===== config.mk =====
export PLATFORM = sky130hd
export DESIGN_NAME = control_estacionamiento_n
export DESIGN_NICKNAME = d
export VERILOG_FILES = /design/src/rtl/estacionamiento_pkg.sv /design/src/rtl/fsm_carril.sv /design/src/rtl/control_estacionamiento_n.sv
export SDC_FILE = /design/constraint.sdc
export NUM_CORES = 1
export LEC_CHECK = 0
export CORE_ASPECT_RATIO = 1.1
export CORE_MARGIN = 2
export CORE_UTILIZATION = 60
export DETAILED_ROUTE_END_ITERATION = 6
export PLACE_DENSITY = 0.76
export SYNTH_ARGS = -nofsm -noshare
export SYNTH_HDL_FRONTEND = slang
export SYNTH_SLANG_ARGS = --single-unit

===== constraint.sdc =====
create_clock -name CLK -period 9.5 [get_ports CLK]
set_input_delay 1.425 -clock CLK [delete_from_list [all_inputs] [get_ports CLK]]
set_output_delay 1.425 -clock CLK [all_outputs]
set_load 0.005 [all_outputs]

===== src/rtl/estacionamiento_pkg.sv =====
// rtl/estacionamiento_pkg.sv - lane-state encoding, sensor patterns and counting helper
package estacionamiento_pkg;

  typedef enum logic [2:0] {
    ST_IDLE = 3'd0,
    ST_ENT1 = 3'd1,
    ST_ENT2 = 3'd2,
    ST_ENT3 = 3'd3,
    ST_SAL1 = 3'd4,
    ST_SAL2 = 3'd5,
    ST_SAL3 = 3'd6
  } estado_carril_t;

  // Sensor patterns are written {a,b}
  localparam logic [1:0] PAT_00 = 2'b00;
  localparam logic [1:0] PAT_01 = 2'b01;
  localparam logic [1:0] PAT_10 = 2'b10;
  localparam logic [1:0] PAT_11 = 2'b11;

  function automatic logic [3:0] cuenta_bits(input logic [7:0] v);
    logic [3:0] c;
    c = '0;
    for (int i = 0; i < 8; i++) c = c + {3'b000, v[i]};
    return c;
  endfunction

endpackage


===== src/rtl/fsm_carril.sv =====
// rtl/fsm_carril.sv - one lane: entry/exit transit FSM with registered one-cycle pulses
module fsm_carril
  import estacionamiento_pkg::*;
(
  input  logic CLK,
  input  logic RST_N,
  input  logic A,
  input  logic B,
  output logic INGRESO,
  output logic EGRESO
);

  estado_carril_t estado, estado_sig;
  logic [1:0]     pat;
  logic           ingreso_sig, egreso_sig;

  assign pat = {A, B};

  always_ff @(posedge CLK or negedge RST_N) begin
    if (!RST_N) begin
      estado  <= ST_IDLE;
      INGRESO <= 1'b0;
      EGRESO  <= 1'b0;
    end else begin
      estado  <= estado_sig;
      INGRESO <= ingreso_sig;
      EGRESO  <= egreso_sig;
    end
  end

  // Exit states mirror the entry states with a and b swapped
  always_comb begin
    estado_sig = ST_IDLE;
    case (estado)
      ST_IDLE: begin
        if (pat == PAT_10)      estado_sig = ST_ENT1;
        else if (pat == PAT_01) estado_sig = ST_SAL1;
      end
      ST_ENT1: begin
        if (pat == PAT_10)      estado_sig = ST_ENT1;
        else if (pat == PAT_11) estado_sig = ST_ENT2;
      end
      ST_ENT2: begin
        if (pat == PAT_11)      estado_sig = ST_ENT2;
        else if (pat == PAT_01) estado_sig = ST_ENT3;
        else if (pat == PAT_10) estado_sig = ST_ENT1;
      end
      ST_ENT3: begin
        if (pat == PAT_01)      estado_sig = ST_ENT3;
        else if (pat == PAT_11) estado_sig = ST_ENT2;
      end
      ST_SAL1: begin
        if (pat == PAT_01)      estado_sig = ST_SAL1;
        else if (pat == PAT_11) estado_sig = ST_SAL2;
      end
      ST_SAL2: begin
        if (pat == PAT_11)      estado_sig = ST_SAL2;
        else if (pat == PAT_10) estado_sig = ST_SAL3;
        else if (pat == PAT_01) estado_sig = ST_SAL1;
      end
      ST_SAL3: begin
        if (pat == PAT_10)      estado_sig = ST_SAL3;
        else if (pat == PAT_11) estado_sig = ST_SAL2;
      end
      default: estado_sig = ST_IDLE;
    endcase
  end

  always_comb begin
    ingreso_sig = (estado == ST_ENT3) && (pat == PAT_00);
    egreso_sig  = (estado == ST_SAL3) && (pat == PAT_00);
  end

endmodule


===== src/rtl/control_estacionamiento_n.sv =====
// rtl/control_estacionamiento_n.sv - multi-lane parking occupancy counter with full-lot blink
module control_estacionamiento_n
  import estacionamiento_pkg::*;
#(
  parameter int N_CARRILES    = 2,
  parameter int CAPACIDAD     = 7,
  parameter int MEDIO_PERIODO = 24000000,
  localparam int CNT_W        = $clog2(CAPACIDAD + 1)
) (
  input  logic                  CLK,
  input  logic                  RST_N,
  input  logic [N_CARRILES-1:0] SENS_A,
  input  logic [N_CARRILES-1:0] SENS_B,
  output logic [CNT_W-1:0]      OCUPACION,
  output logic                  LLENO,
  output logic                  VACIO,
  output logic                  LED_LLENO,
  output logic                  RECHAZO,
  output logic                  ERR_EGRESO
);

  localparam int BLINK_W = (MEDIO_PERIODO > 1) ? $clog2(MEDIO_PERIODO) : 1;

  logic [N_CARRILES-1:0] sa_m, sa_s, sb_m, sb_s;
  logic [N_CARRILES-1:0] ingreso, egreso;
  logic [3:0]            n_i, n_e;
  logic [8:0]            i9, e9, ocup9, cap9, acc_e, acc_i, tras, libre;
  logic [CNT_W-1:0]      ocup_sig;
  logic                  rech_sig, err_sig;
  logic [BLINK_W-1:0]    cnt_blink;

  always_ff @(posedge CLK or negedge RST_N) begin
    if (!RST_N) begin
      sa_m <= '0;
      sa_s <= '0;
      sb_m <= '0;
      sb_s <= '0;
    end else begin
      sa_m <= SENS_A;
      sa_s <= sa_m;
      sb_m <= SENS_B;
      sb_s <= sb_m;
    end
  end

  for (genvar g = 0; g < N_CARRILES; g++) begin : g_carril
    fsm_carril u_carril (
      .CLK    (CLK),
      .RST_N  (RST_N),
      .A      (sa_s[g]),
      .B      (sb_s[g]),
      .INGRESO(ingreso[g]),
      .EGRESO (egreso[g])
    );
  end

  // Exits free space before entries claim it; both saturate instead of wrapping
  always_comb begin
    n_i      = cuenta_bits(8'(ingreso));
    n_e      = cuenta_bits(8'(egreso));
    i9       = {5'b0, n_i};
    e9       = {5'b0, n_e};
    ocup9    = 9'(OCUPACION);
    cap9     = 9'(CAPACIDAD);
    err_sig  = e9 > ocup9;
    acc_e    = err_sig ? ocup9 : e9;
    tras     = ocup9 - acc_e;
    libre    = cap9 - tras;
    rech_sig = i9 > libre;
    acc_i    = rech_sig ? libre : i9;
    ocup_sig = CNT_W'(tras + acc_i);
  end

  always_ff @(posedge CLK or negedge RST_N) begin
    if (!RST_N) begin
      OCUPACION  <= '0;
      RECHAZO    <= 1'b0;
      ERR_EGRESO <= 1'b0;
    end else begin
      OCUPACION  <= ocup_sig;
      RECHAZO    <= rech_sig;
      ERR_EGRESO <= err_sig;
    end
  end

  assign LLENO = (OCUPACION == CNT_W'(CAPACIDAD));
  assign VACIO = (OCUPACION == '0);

  always_ff @(posedge CLK or negedge RST_N) begin
    if (!RST_N) begin
      cnt_blink <= '0;
      LED_LLENO <= 1'b0;
    end else if (!LLENO) begin
      cnt_blink <= '0;
      LED_LLENO <= 1'b0;
    end else if (cnt_blink == BLINK_W'(MEDIO_PERIODO - 1)) begin
      cnt_blink <= '0;
      LED_LLENO <= ~LED_LLENO;
    end else begin
      cnt_blink <= cnt_blink + BLINK_W'(1);
    end
  end

endmodule


## After elaboration in Yosys (flattened, before gate mapping)

Cells that the tools add are included.

| storage, ports and cells | value |
|---|---|
| flip-flop bits (word level) | 49 |
| bits of input ports | 6 |
| output and inout bits | 8 |
| logic and storage cells | 88 |

| cells by class | value |
|---|---|
| $add $sub $neg | 6 |
| $lt $le $gt $ge | 2 |
| equal/unequal tests | 21 |
| muxes and demuxes | 34 |
| bitwise logic cells | 1 |
| reductions and logical operators | 9 |

Operators by type and width:

| cell | count |
|---|---|
| $mux 3 | 23 |
| $mux 25 | 2 |
| $pmux 3 s7 | 2 |
| $add 25x1->25 const B | 1 |
| $eq 25x25->1 const B | 1 |
| $eq 3x3->1 const B | 7 |
| $eq 3x2->1 const B | 4 |
| $gt 2x9->1 | 1 |
| $logic_not 3->1 | 3 |
| $eq 2x2->1 const B | 4 |
| $eq 3x1->1 const B | 2 |
| $mux 2 | 3 |
| $sub 4x4->5 const A | 1 |
| $add 1x1->2 | 2 |
| $eq 2x1->1 const B | 2 |
| $logic_and 1x1->1 | 4 |
| $logic_not 2->1 | 2 |
| $mux 1 | 4 |
| $sub 3x3->4 | 1 |
| $add 3x3->3 | 1 |
| $gt 2x3->1 | 1 |
| $ne 2x1->1 const B | 1 |
| $not 1->1 | 1 |

## Logic depth before layout (Yosys ltp)

| logic depth | value |
|---|---|
| depth in word-level cells | 8 |
| depth in mapped cells | 19 |
| mapped depth without buffers | 19 |

## By module

A second synthesis with hierarchy kept.

| second synthesis, totals | value |
|---|---|
| cell total of the unflattened synthesis | 279 |
| area, all modules | 2793.9 um2 |

By module, submodules not included:

| module | times used | cells each | area each (um2) | sequential area each (um2) |
|---|---|---|---|---|
| control_estacionamiento_n | 1 | 195 | 1985.7 | 975.9 |
| fsm_carril | 2 | 42 | 404.1 | 125.1 |

## Worst setup path after synthesis

Ideal clock, no wire load.

| timing path | value |
|---|---|
| path kind | reg-to-reg |
| start | register g_carril[0].u_carril.EGRESO |
| end | register OCUPACION[2] |
| setup time | 0.127 ns |
| arrival time | 3.982 ns |
| data required time | 9.373 ns |
| slack | 5.391 ns |
| stages on the path, launching flop included | 17 |
| buffers on the path | 0 |
| clock period less this slack | 4.109 ns |
| cell sequence | dfrtp_1 > ha_1 > ha_1 > nor2b_1 > o21ai_0 > o21ai_0 > ha_1 > fa_1 > inv_1 > ha_1 > a221oi_1 > mux2i_1 > ha_1 > inv_1 > fa_1 > xor2_1 > xnor2_1 |

| on the way | value |
|---|---|
| longest elaborated chain between the ends | 8 |

Ends and longest elaborated chain:

| what | RTL line | text |
|---|---|---|
| from (decl) | fsm_carril.sv:10 | `output logic EGRESO` |
| from (signal assigned) | fsm_carril.sv:27 | `EGRESO <= egreso_sig;` |
| $add 1x1->2 * | estacionamiento_pkg.sv:23 | `for (int i = 0; i < 8; i++) c = c + {3'b000, v[i]};` |
| $gt 2x3->1 | control_estacionamiento_n.sv:65 | `err_sig = e9 > ocup9;` |
| $mux 3 * | control_estacionamiento_n.sv:66 | `acc_e = err_sig ? ocup9 : e9;` |
| $sub 3x3->4 * | control_estacionamiento_n.sv:67 | `tras = ocup9 - acc_e;` |
| $sub 4x4->5 * | control_estacionamiento_n.sv:68 | `libre = cap9 - tras;` |
| $gt 2x9->1 * | control_estacionamiento_n.sv:69 | `rech_sig = i9 > libre;` |
| via rech_sig | control_estacionamiento_n.sv:29 | `logic rech_sig, err_sig;` |
| $mux 3 * | control_estacionamiento_n.sv:70 | `acc_i = rech_sig ? libre : i9;` |
| $add 3x3->3 * | control_estacionamiento_n.sv:71 | `ocup_sig = CNT_W'(tras + acc_i);` |
| via ocup_sig[2] | control_estacionamiento_n.sv:28 | `logic [CNT_W-1:0] ocup_sig;` |
| to (signal assigned) | control_estacionamiento_n.sv:80 | `OCUPACION <= ocup_sig;` |
| to (decl) | control_estacionamiento_n.sv:14 | `output logic [CNT_W-1:0] OCUPACION,` |

The timed path passes the listed nets; every way through them passes the cells marked *.
A chain may end at the register's enable or synchronous reset.

## Worst setup path after layout

Ends and elaborated chain as after synthesis.

==> impl_metrics.json <==
{
  "grt_pass1_vias": 1916,
  "timing.hold.worst.start": "sa_m[0]",
  "worst_ir_drop_on_vdd_v": 0.000148,
  "drt-wirelength-per-cell_um": 14.3,
  "fill_cells": 325,
  "global_route_wire_length_before_repair_um": 8430,
  "clkSlewWorstSetupHoldPaths_ns": 0.09,
  "io_buffers": 13,
  "nNetsFinal": 311,
  "gp_congestion": 0.766,
  "clock-sinks": 49,
  "area_growth_pct": 11.1,
  "timing.clock.skew_ns": 0.00693,
  "antenna_found_initial": 0,
  "critPathBufInv": 2,
  "yosys-mux-area-fraction": 0.0269,
  "globalRoute.totalOverflow": 0,
  "grt_setup_unrepaired": "no",
  "hold_violations": 0,
  "worst_skew_pair.late_latency_ns": 0.30,
  "max_slew_margin": 0.301,
  "ios": 14,
  "buffers_inserted_during_post_cts_setup_optimization": 0,
  "finalSetupTns_ns": 0,
  "final_core_util": 0.693,
  "critical_path.cell_chain": "ha_1, ha_1, nor2b_1, o21ai_0, o21ai_0, ha_1, fa_1, inv_1, ha_1, a221oi_1, mux2i_1, ha_1, inv_1, fa_1, xor2_1, xnor2_1",
  "timing_worst_setup_path_type": "flip-flop to flip-flop",
  "critPathTopFamily": "adder cells",
  "path_common_cell": "ha_1",
  "clk_path_buf_depth": 2,
  "synth_compound_area_frac": 0.109,
  "synth_area_per_cell_sq_um": 10.1,
  "path_max_fanout": 5,
  "timing.critical_path.slowest_stage_cell": "fa_1",
  "mappedNetlistArea_sq_mm": 0.00269,
  "max-cap-violations": 0,
  "reg2reg_setup_slack_ns": 5.05,
  "min-delay-path-class": "flip-flop to flip-flop",
  "die_height_um": 74.3,
  "post_cts_resize_count": 0,
  "postSynthRegisterBits": 49,
  "level_count_of_the_clock_h_tree": 2,
  "detailedRoute.firstPassIterationCount": 6,
  "detailroute.via_count": 1963,
  "synthXorXnorAreaFrac": 0.0455,
  "report.final.slew_viol_count": 0,
  "synth_seq_area_share": 0.455,
  "hold-path-cell-count": 0,
  "adder_cell_area_share_of_the_yosys_netlist": 0.126,
  "sequential_cell_area_sq_mm": 0.00123,
  "yosys.area_share.simple": 0.198,
  "synthArstFlopShare": 1.00,
  "status": "completed",
  "critical_path_data_required_time_ns": 9.68,
  "drt_iter0_drc": 135,
  "cellPowerDensity_mw_per_mm2": 207,
  "drc": 0,
  "fin_worst_hold_slack_ns": 0.353,
  "critical_path.reg2reg.endpoint": "OCUPACION[2]",
  "multi_input_comb_area_sq_mm": 0.00136,
  "floorplan.core_area_sq_mm": 0.00432,
  "critical-path-max-stage-delay_ns": 0.57,
  "pin_count_of_the_biggest_net_entering_global_routing": 50,
  "gr-usage-all-layers": 0.219,
  "timing.reg2reg.worst_path_depth": 16,
  "worst_ep_arrival_time_ns": 4.63,
  "tritoncts_clock_tree": "built",
  "antennaDiodeCount": 0,
  "place_hpwl_um": 3270,
  "initial_core_util": 0.624,
  "crit_path_end_kind": "flip-flop",
  "cp-start-kind": "flip-flop",
  "die-area_sq_mm": 0.00504,
  "gate_count_after_technology_mapping": 266,
  "post_drt_via_cell_ratio": 5.88,
  "worstHoldEndpoint": "sa_s[0]",
  "maxClockFrequency_ghz": 0.225,
  "post_route_cells_drive_above_1_share": 0.0571,
  "power.static_leakage_nw": 1.30,
  "worstReg2RegStart": "g_carril[0].u_carril.EGRESO",
  "placement_rows": 25,
  "synth_cell_types": 39,
  "period_share": 0.468,
  "pin_slew_with_the_least_headroom_to_its_limit_ns": 1.05,
  "floorplan.die.width_um": 67.9,
  "wirelength_um": 4770,
  "timing.final.crit_period_ns": 4.45,
  "numCtsBuffers": 5,
  "ctsRootBufferMaster": "clkbuf_8",
  "synth.net_count": 298,
  "synth_top_flop_cell": "dfrtp_1",
  "yosysWarnings": 0,
  "combinational_family_with_the_most_area_after_synthesis": "simple AND/OR/NAND/NOR gates",
  "number_of_nets_with_antenna_violations_after_routing": 0,
  "synth-edff-count": 0,
  "finalSetupViolations": 0,
  "postCtsHoldBufs": 0
}
-- worst max path at each step --
stage                                     start      endpoint  slack (ns)  depth (start not counted)
floorplan           g_carril[0].u_carril.EGRESO  OCUPACION[2]        5.39                         16
global placement    g_carril[0].u_carril.EGRESO  OCUPACION[2]        5.26                         16
detailed placement  g_carril[0].u_carril.EGRESO  OCUPACION[2]        5.04                         16
CTS                 g_carril[0].u_carril.EGRESO  OCUPACION[2]        5.04                         16
global route                       OCUPACION[1]  OCUPACION[2]        4.67                         16
finish              g_carril[0].u_carril.EGRESO  OCUPACION[2]        5.05                         16
-- synthesized netlist by cell type, types with 3 or more instances --
library cell	count	area share
a21oi_1	19	0.035
and4_1	4	0.013
buf_2	4	0.0074
clkbuf_1	4	0.0056
dfrtp_1	49	0.46
ha_1	24	0.11
inv_1	19	0.026
mux2i_1	5	0.019
nand2_1	16	0.022
nand3_1	12	0.022
nand4_1	7	0.016
nor2_1	18	0.025
nor2b_1	3	0.0070
nor3b_1	4	0.011
o21ai_0	18	0.033
o31ai_1	5	0.014
or3_1	8	0.019
or4_1	5	0.014
xnor2_1	4	0.013
xor2_1	10	0.033
-- kinds of logic after synthesis --
logic type / after synthesis
simple gates: 92
compound gates: 51
flops: 49
buf+inv: 27
fa+ha+maj: 26
xor+xnor: 14
mux: 7
-- sequential cells by signal (all words and copies together) (netlist names) --
signal                     count
ERR_EGRESO                     1
LED_LLENO                      1
OCUPACION                      3
RECHAZO                        1
cnt_blink                     25
g_carril.u_carril.EGRESO       2
g_carril.u_carril.INGRESO      2
g_carril.u_carril.estado       6
sa_m                           2
sa_s                           2
sb_m                           2
sb_s                           2
-- metrics by stage --
stage	cell area, sq um	setup slack, ns	power, mW	std cells
after floorplan	2690	5.39	0.387	266
after global placement	2860	5.26	0.442	326
after detailed placement	2860	5.04	0.449	326
after CTS	2990	5.04	0.625	334
after global routing	2990	4.67	0.668	334
final	2990	5.05	0.619	334
-- layout make-up --
class,instances,share of cell area
clock inverter,3,0.0217
sequential,49,0.410
inverter,19,0.0238
clock buffer,5,0.0230
timing repair buffer,14,0.0443
multi-input combinational,190,0.455
tap,54,0.0226
-- power by group --
group / internal [mW] / total, mW / switching, mW
clock network: 0.105 / 0.173 / 0.0683
logic: 0.0849 / 0.172 / 0.0870
registers: 0.233 / 0.274 / 0.0405
-- cells in the final DEF (no fill, tap or decap), types with 2 or more instances in the layout --
cell             netlist  final
fa_1                   2      2
nor2b_1                3      3
bufinv_16              0      2
nor4bb_1               2      2
mux2_2                 2      2
inv_1                 19     19
dfrtp_1               49     49
o311ai_0               2      2
o31ai_1                5      5
and3_1                 2      2
nor2_1                18     18
nand2_1               16     16
and4_4                 2      2
nor3b_1                4      4
nand3b_1               2      2
and2_1                 2      2
and4_1                 4      4
xor2_1                10     10
nor3_1                 2      2
or3_1                  8      8
ha_1                  24     24
nand4_1                7      7
or4_1                  5      5
mux2i_1                5      5
clkdlybuf4s50_1        0     12
xnor2_1                4      4
a21oi_1               19     19
nand3_1               12     12
clkbuf_8               0      5
o21ai_0               18     18
-- per-layer routing --
layer,GRT usage,part of all wire
met1,0.291,0.47
met3,0.0439,0.027
met5,0,0
met2,0.356,0.49
met4,0.0822,0.017
Power figures use the tool's default switching activity.
